==> config.mk <==
export PLATFORM = sky130hd
export DESIGN_NAME = regfile_write_scheduler
export DESIGN_NICKNAME = d
export VERILOG_FILES = /design/src/rtl/regfile_write_scheduler.sv
export SDC_FILE = /design/constraint.sdc
export NUM_CORES = 1
export LEC_CHECK = 0
export ABC_AREA = 0
export BUFFER_PORTS_ARGS = -buffer_cell sky130_fd_sc_hd__buf_4
export CORE_MARGIN = 4
export CORE_UTILIZATION = 35
export CTS_CLUSTER_DIAMETER = 30
export CTS_CLUSTER_SIZE = 25
export DETAILED_ROUTE_END_ITERATION = 12
export GPL_TIMING_DRIVEN = 0
export HOLD_SLACK_MARGIN = 0.1
export SYNTH_ARGS = -nofsm -noshare
export SYNTH_HDL_FRONTEND = slang
export SYNTH_SLANG_ARGS = --single-unit
==> constraint.sdc <==
create_clock -name clock -period 8.25 [get_ports clock]
set_input_delay 0.4125 -clock clock [delete_from_list [all_inputs] [get_ports clock]]
set_output_delay 0.4125 -clock clock [all_outputs]
set_load 0.02 [all_outputs]
==> src/rtl/regfile_write_scheduler.sv <==
// regfile_write_scheduler
// Buffers a single valid/ready stream of register writes in a FIFO and issues
// up to N_WRITE of the oldest entries per cycle onto the register file write
// ports. Program order is preserved: port 0 always carries the oldest entry,
// and a group never contains two entries aimed at the same address.

module regfile_write_scheduler #(
    parameter int N_BIT_DATA    = 32,
    parameter int N_BIT_ADDRESS = 32,
    parameter int N_WRITE       = 4,
    parameter int DEPTH         = 8
) (
    input  logic                                        clock,
    input  logic                                        reset,
    input  logic                                        in_valid,
    output logic                                        in_ready,
    input  logic [N_BIT_ADDRESS-1:0]                    in_address,
    input  logic [N_BIT_DATA-1:0]                       in_data,
    input  logic                                        hold,
    output logic [N_WRITE-1:0]                          write,
    output logic [N_WRITE-1:0][N_BIT_ADDRESS-1:0]       address_write,
    output logic [N_WRITE-1:0][N_BIT_DATA-1:0]          data_in,
    output logic [$clog2(DEPTH+1)-1:0]                  level,
    output logic                                        empty
);

    // Pointer, occupancy and group-count widths. The pointer mask keeps the
    // modulo-DEPTH wrap correct even for a single-entry FIFO.
    localparam int PTR_W = (DEPTH > 1) ? $clog2(DEPTH) : 1;
    localparam int LVL_W = $clog2(DEPTH + 1);
    localparam int CNT_W = $clog2(N_WRITE + 1);
    localparam logic [PTR_W-1:0] PTR_MASK = PTR_W'(DEPTH - 1);

    logic [N_BIT_ADDRESS-1:0] addr_mem [DEPTH];
    logic [N_BIT_DATA-1:0]    data_mem [DEPTH];

    logic [PTR_W-1:0] wr_ptr;
    logic [PTR_W-1:0] rd_ptr;
    logic [LVL_W-1:0] level_q;

    logic push;

    logic [PTR_W-1:0]         head_idx     [N_WRITE];
    logic [N_BIT_ADDRESS-1:0] head_addr    [N_WRITE];
    logic [N_BIT_DATA-1:0]    head_data    [N_WRITE];
    logic [N_WRITE-1:0]       head_present;
    logic [N_WRITE-1:0]       conflict;

    logic [CNT_W-1:0] dispatch_count;
    logic             group_open;

    // Acceptance depends only on the registered occupancy, so a full FIFO
    // refuses a request even when entries leave in the same cycle.
    assign level    = level_q;
    assign empty    = (level_q == '0);
    assign in_ready = (level_q < LVL_W'(DEPTH));
    assign push     = in_valid && in_ready;

    // Look at the N_WRITE oldest slots starting at the read pointer and note
    // which of them actually hold a queued entry.
    always_comb begin
        for (int i = 0; i < N_WRITE; i++) begin
            head_idx[i]     = (rd_ptr + PTR_W'(i)) & PTR_MASK;
            head_addr[i]    = addr_mem[head_idx[i]];
            head_data[i]    = data_mem[head_idx[i]];
            head_present[i] = (LVL_W'(i) < level_q);
        end
    end

    // Flag every head slot whose address repeats one held by an older slot;
    // such an entry must wait and lead the next group instead.
    always_comb begin
        conflict = '0;
        for (int i = 0; i < N_WRITE; i++) begin
            for (int j = 0; j < N_WRITE; j++) begin
                if ((j < i) && (head_addr[j] == head_addr[i])) begin
                    conflict[i] = 1'b1;
                end
            end
        end
    end

    // Grow the group oldest-first and stop at the first missing or
    // conflicting entry; hold or an empty FIFO yields an empty group.
    always_comb begin
        dispatch_count = '0;
        group_open     = !(hold || empty);
        for (int i = 0; i < N_WRITE; i++) begin
            if (group_open) begin
                if (!head_present[i] || conflict[i]) begin
                    group_open = 1'b0;
                end else begin
                    dispatch_count = CNT_W'(i + 1);
                end
            end
        end
    end

    // Storage array is written on every accepted push; it needs no reset
    // because occupancy alone decides which slots are meaningful.
    always_ff @(posedge clock) begin
        if (push) begin
            addr_mem[wr_ptr] <= in_address;
            data_mem[wr_ptr] <= in_data;
        end
    end

    // Pointers and occupancy; reset drops everything still in flight.
    always_ff @(posedge clock) begin
        if (reset) begin
            wr_ptr  <= '0;
            rd_ptr  <= '0;
            level_q <= '0;
        end else begin
            if (push) begin
                wr_ptr <= (wr_ptr + PTR_W'(1)) & PTR_MASK;
            end
            rd_ptr  <= (rd_ptr + PTR_W'(dispatch_count)) & PTR_MASK;
            level_q <= level_q + LVL_W'(push) - LVL_W'(dispatch_count);
        end
    end

    // Registered write ports: the group lands in age order on ports 0..k-1
    // for exactly one cycle, idle ports are driven fully to zero.
    always_ff @(posedge clock) begin
        if (reset) begin
            write         <= '0;
            address_write <= '0;
            data_in       <= '0;
        end else begin
            for (int i = 0; i < N_WRITE; i++) begin
                if (CNT_W'(i) < dispatch_count) begin
                    write[i]         <= 1'b1;
                    address_write[i] <= head_addr[i];
                    data_in[i]       <= head_data[i];
                end else begin
                    write[i]         <= 1'b0;
                    address_write[i] <= '0;
                    data_in[i]       <= '0;
                end
            end
        end
    end

endmodule

==> Word-level counts from Yosys, hierarchy flattened <==
Memory sizes are Yosys's and may differ from the RTL's. A register that Yosys moved wholly into a read port is not among the register bits.
Index checks and enable logic that the tools add are counted.
{ "classes": {"n_addsub": 7, "order_cmp": 9, "eq_ne": 6, "mux": 27, "n_bitwise": 4, "reduce_logical": 14} }
{ "op_table": {"columns": ["cell", "n"], "rows": [
  ["equality test 32 bit", 6],
  ["2-to-1 mux 3 bit", 7],
  ["2-to-1 mux 1 bit", 20],
  ["< comparator 1 x 4 -> 1 bit, first input constant", 2],
  ["< comparator 2 x 4 -> 1 bit, first input constant", 2],
  ["OR reduction 2 bit", 4],
  ["adder 3 x 1 -> 3 bit, second input constant", 2],
  ["adder 3 x 2 -> 3 bit, second input constant", 2],
  ["< comparator 1 x 3 -> 1 bit, first input constant", 2],
  ["< comparator 2 x 3 -> 1 bit, first input constant", 2],
  ["adder 4 x 1 -> 4 bit", 1],
  ["zero test 1 bit", 4],
  ["zero test 4 bit", 1],
  ["logical OR 1 bit", 4],
  ["< comparator 4 bit, second input constant", 1],
  ["NOT 1 bit", 4],
  ["subtractor 4 x 3 -> 4 bit", 1],
  ["adder 3 bit", 1],
  ["logical AND 1 bit", 1]
]} }
{ "word_totals": {"reg_bits": 142, "ram_bits": 512, "inputBits": 68, "output_inout_bits": 266, "word_cells": 77, "mem_count": 2} }
{ "memory_table": {"columns": ["memory", "words", "width", "rd", "rd_ports_with_merged_regs", "wr", "line_no", "source"], "rows": [
  ["addr_mem", 8, 32, 4, 1, 1, "34", "logic [N_BIT_ADDRESS-1:0] addr_mem [DEPTH];"],
  ["data_mem", 8, 32, 4, 4, 1, "35", "logic [N_BIT_DATA-1:0] data_mem [DEPTH];"]
]} }

==> Logic depth before layout (Yosys ltp) <==
An unclocked memory read counts as a cell.
{ "logic_depth": {"depth_word": 14, "depth_mapped": 25, "mapped_depth_nobuf": 18} }

==> Least setup slack after synthesis <==
No wires, ideal clock.
{ "synth_timing": {"path_kind": "register to register", "from": "register level_q[3] (netlist: level[3])", "to": "memory addr_mem[0][0] (enable)", "setup_ns": 0.565, "t_arrival_ns": 5.264, "setup_slack_ns": 2.421, "path_stages_with_launch": 5, "synth_period_minus_slack_ns": 5.829, "path_cell_list": "dfxtp_1 > nor2b_1 > clkbuf_1 > nand2b_1 > nor3_1"} }
{ "synth_via": {"elab_chain_len": 4} }
{ "synth_rtl": {"columns": ["element", "line_no", "source"], "rows": [
  ["start: declaration", "39", "logic [LVL_W-1:0] level_q;"],
  ["start signal: assignment", "119", "level_q <= level_q + LVL_W'(push) - LVL_W'(dispatch_count);"],
  ["< comparator 4 bit", "56", "assign in_ready = (level_q < LVL_W'(DEPTH));"],
  ["logical AND 1 bit", "57", "assign push = in_valid && in_ready;"],
  ["2-to-1 mux 1 bit", "102", "if (push) begin"],
  ["2-to-1 mux 1 bit (not written as such)", "103", "addr_mem[wr_ptr] <= in_address;"],
  ["end: declaration", "34", null]
]} }
No other way between the ends.

==> Worst setup path after layout <==
{ "layout_timing": {"from": "register rd_ptr[0]", "to": "register level_q[2] (netlist: level[2])"} }
{ "layout_via": {"elab_chain_len": 12} }
{ "layout_rtl": {"columns": ["element", "line_no", "source"], "rows": [
  ["start: declaration", "38", "logic [PTR_W-1:0] rd_ptr;"],
  ["start signal: assignment", "118", "rd_ptr <= (rd_ptr + PTR_W'(dispatch_count)) & PTR_MASK;"],
  ["adder 3 x 1 -> 3 bit", "63", "head_idx[i] = (rd_ptr + PTR_W'(i)) & PTR_MASK;"],
  ["memory read (8 x 32 bit) (*)", null, null],
  ["equality test 32 bit", "76", "if ((j < i) && (head_addr[j] == head_addr[i])) begin"],
  ["2-to-1 mux 1 bit", "76", null],
  ["logical OR 1 bit", "90", "if (!head_present[i] || conflict[i]) begin"],
  ["2-to-1 mux 3 bit", "90", null],
  ["2-to-1 mux 3 bit", "89", "if (group_open) begin"],
  ["2-to-1 mux 3 bit", "90", null],
  ["2-to-1 mux 3 bit", "89", null],
  ["2-to-1 mux 3 bit", "90", null],
  ["2-to-1 mux 3 bit (*)", "89", null],
  ["subtractor 4 x 3 -> 4 bit (*)", "119", null]
]} }
Mark *: on every way between the ends. The rest lies on a longest branch, timed or not.
A chain may end at the register's enable or synchronous reset.

==> out/results.ini <==
[status]
status = finished with violations
violations = max-capacitance violations, max-slew violations

[placed_design]
dp_hpwl_um = 105000
gp_congestion = 0.961
io_buffers = 333
post-place-ws_ps = -853
placedCellCount = 4219

[timing]
skew_ps = 54.8
hold_viol_final = 0
setup_violations = 0
finalCriticalPeriod_ps = 8000
whs_ps = 226
max_freq_mhz = 125
fin_crit_sh_pct = 96.9
worst_slack_ps = 253
timing.slew.headroom_pct = -1.82
worst_pin_slew_ps = 1530
finalMaxSlewViolations = 11

[global_route]
grt_pass1_vias = 27000
grt_max_degree = 22
grt-ovfl-total = 0
groute.usage.overall_pct = 25.6
antenna_found_initial = 12
grt_pass1_wl_um = 205000

[routing]
drcViolationCount = 0
num_vias = 27200
vias_per_cell = 5.89
drt-initial-drc-count = 3506
wl_um = 148000
routedWlPerCell_um = 32.0
dr.pass1.iters = 5
drtAntennaViolNets = 0

[yosys]
synth_cells = 2444
synth_edf_count = 512
synth_top_area_cell = edfxtp_1
async_flop_share_pct = 0
ys_top_cells_by_count = edfxtp_1, mux4_2, mux2i_1
synth_cell_types = 49
syn-num-nets = 2524
synth_warnings = 0
yosys-top-cells-area = edfxtp_1, mux4_2, dfxtp_1, mux2i_1, xnor2_1
synth_top_area_share_pct = 40.4
yosysSeqAreaShare_pct = 54.6
yosys.cell_count.top_type = edfxtp_1
synth_area_um2 = 38000
synthFlopType = edfxtp_1
ys_ff_latch = 782
syn_avg_cell_area_um2 = 15.6

[floorplan]
rows = 120
die_width_um = 338
num_io_pins = 334
die_area_um2 = 114000
die_y_um = 338
core_um2 = 108000
initial_core_util_pct = 35.4

[cells_and_area]
stdcell_count = 4609
drive_gt1_share_pct = 36.0
nNetsFinal = 3134
fin_util_pct = 46.1
filler_cell_count = 9541
syn_to_final_growth_pct = 30.4

[worst_setup_path]
arrival_ps = 8630
crit_type = reg -> reg
cp-start-kind = register
crit_path_max_fanout = 10
crit_path_end_kind = register
required_ps = 8890

[clock_network]
clkTransAtPathRegs_ps = 40
cts_sinks = 782
cts_tree = yes
cts-root-buf = clkbuf_16
clock_latency_ps = 780
clockBufferDepth = 3
htree_levels = 4
post_cts_buffers = 0
cts_buffers = 169

[power]
leakage_nw = 17.6
vdd_drop_max_uv = 286
power.density_nw_per_um2 = 440

[min_path]
worstHoldPathType = in -> reg

[run]
maxCapViolCount = 1

-- flip-flops by register name, indices dropped and copies added (netlist names) --
| name | cells |
|---|---|
| addr_mem | 256 |
| address_write | 128 |
| data_in | 128 |
| data_mem | 256 |
| level | 4 |
| rd_ptr | 3 |
| wr_ptr | 3 |
| write | 4 |
-- routing by layer --
metal | track usage (%) | share of wire, %
met1 | 33.4 | 38
met4 | 11.6 | 4.7
met3 | 7.03 | 12
met5 | 0 | 0.025
met2 | 39.9 | 46
-- power by group --
part | internal [mW] | leakage [nW] | total (mW) | switching [mW]
Sequential | 4.48 | 6.82 | 4.66 | 0.178
Combinational | 4.18 | 7.96 | 10.4 | 6.27
Clock | 4.32 | 2.81 | 6.73 | 2.41
-- repair_timing --
| action | in CTS | in global routing |
|---|---|---|
| endpoints found under the setup margin | 157 | 4 |
| hold endpoints to repair | 513 | 0 |
| gates cloned | 0 | 0 |
| resized for setup | 5 | 9 |
| hold buffers | 66 | 0 |
-- through the flow --
stage | cell area, um2 | power, mW | setup TNS, ps
2_1_floorplan | 38000 | 11.3 | 0
3_3_place_gp | 42300 | 14.9 | -750390
3_5_place_dp | 43000 | 14.9 | -21070
4_1_cts | 49500 | 21.7 | 0
5_1_grt | 49600 | 22.4 | -1.94
6_report | 49600 | 21.8 | 0
-- layout make-up --
type	count	area [um2]	area share (%)
Sequential cell	782	20800	41.9
Multi-Input combinational cell	1485	16400	33.1
Clock buffer	192	4460	9.00
Timing Repair Buffer	440	3870	7.80
Tap cell	1403	1760	3.54
Clock inverter	124	1380	2.79
Buffer	163	845	1.70
Inverter	13	48.8	0.0984
Antenna cell	7	17.5	0.0353
-- kinds of logic (layout without fill, tap and decap cells) --
logic type / after synthesis / in the layout / synth area share, %
DFF: 782 / 782 / 54.6
muxes: 700 / 700 / 30.6
and+or+nand+nor: 433 / 433 / 4.84
xor gates and xnor gates: 233 / 233 / 5.43
buffers and inverters: 177 / 932 / 2.32
AOI/OAI and AO/OA: 107 / 107 / 1.70
adders and majority gates: 12 / 12 / 0.434
other: 0 / 7 / 0
-- cell usage in the layout (no fill, tap or decap), types with 13 or more instances in the layout --
master,count
buf_4,363
mux4_2,369
dfxtp_1,270
clkbuf_16,174
nand4_1,41
nor2_1,244
buf_6,25
buf_12,13
dlygate4sd3_1,66
o21ai_0,18
nand2_1,92
clkinv_4,16
mux2_2,16
xor2_1,66
inv_6,19
clkbuf_1,68
nor4_1,20
buf_2,38
xnor2_1,164
clkinv_2,24
a21oi_1,55
buf_1,28
mux2i_1,313
edfxtp_1,512
clkinvlp_4,18
a211oi_1,14
-- critical path: stages (launching register included) --
cell,delay [ps]
dfxtp_1,390
buf_2,270
buf_6,260
buf_4,280
buf_2,390
inv_2,210
buf_1,350
buf_2,420
ha_1,440
clkbuf_2,420
clkbuf_1,700
mux4_2,540
xnor2_1,240
nand4_1,230
nor4_1,370
a21oi_1,110
and3_1,350
nand2b_1,210
a211oi_1,410
ha_1,310
inv_1,50
ha_1,150
inv_1,60
fa_1,430
xor2_1,180
nor2_1,50
-- worst paths after layout --
kind	start	to	slack [ps]	cells after the start
worst min-delay path	hold	rd_ptr[2]	230	5
worst min register to register	wr_ptr[2]	wr_ptr[2]	540	2
worst max-delay path	rd_ptr[0]	level[2]	250	25
worst max register to register	rd_ptr[0]	level[2]	250	25
No activity file was read; power rests on OpenSTA's default activity.
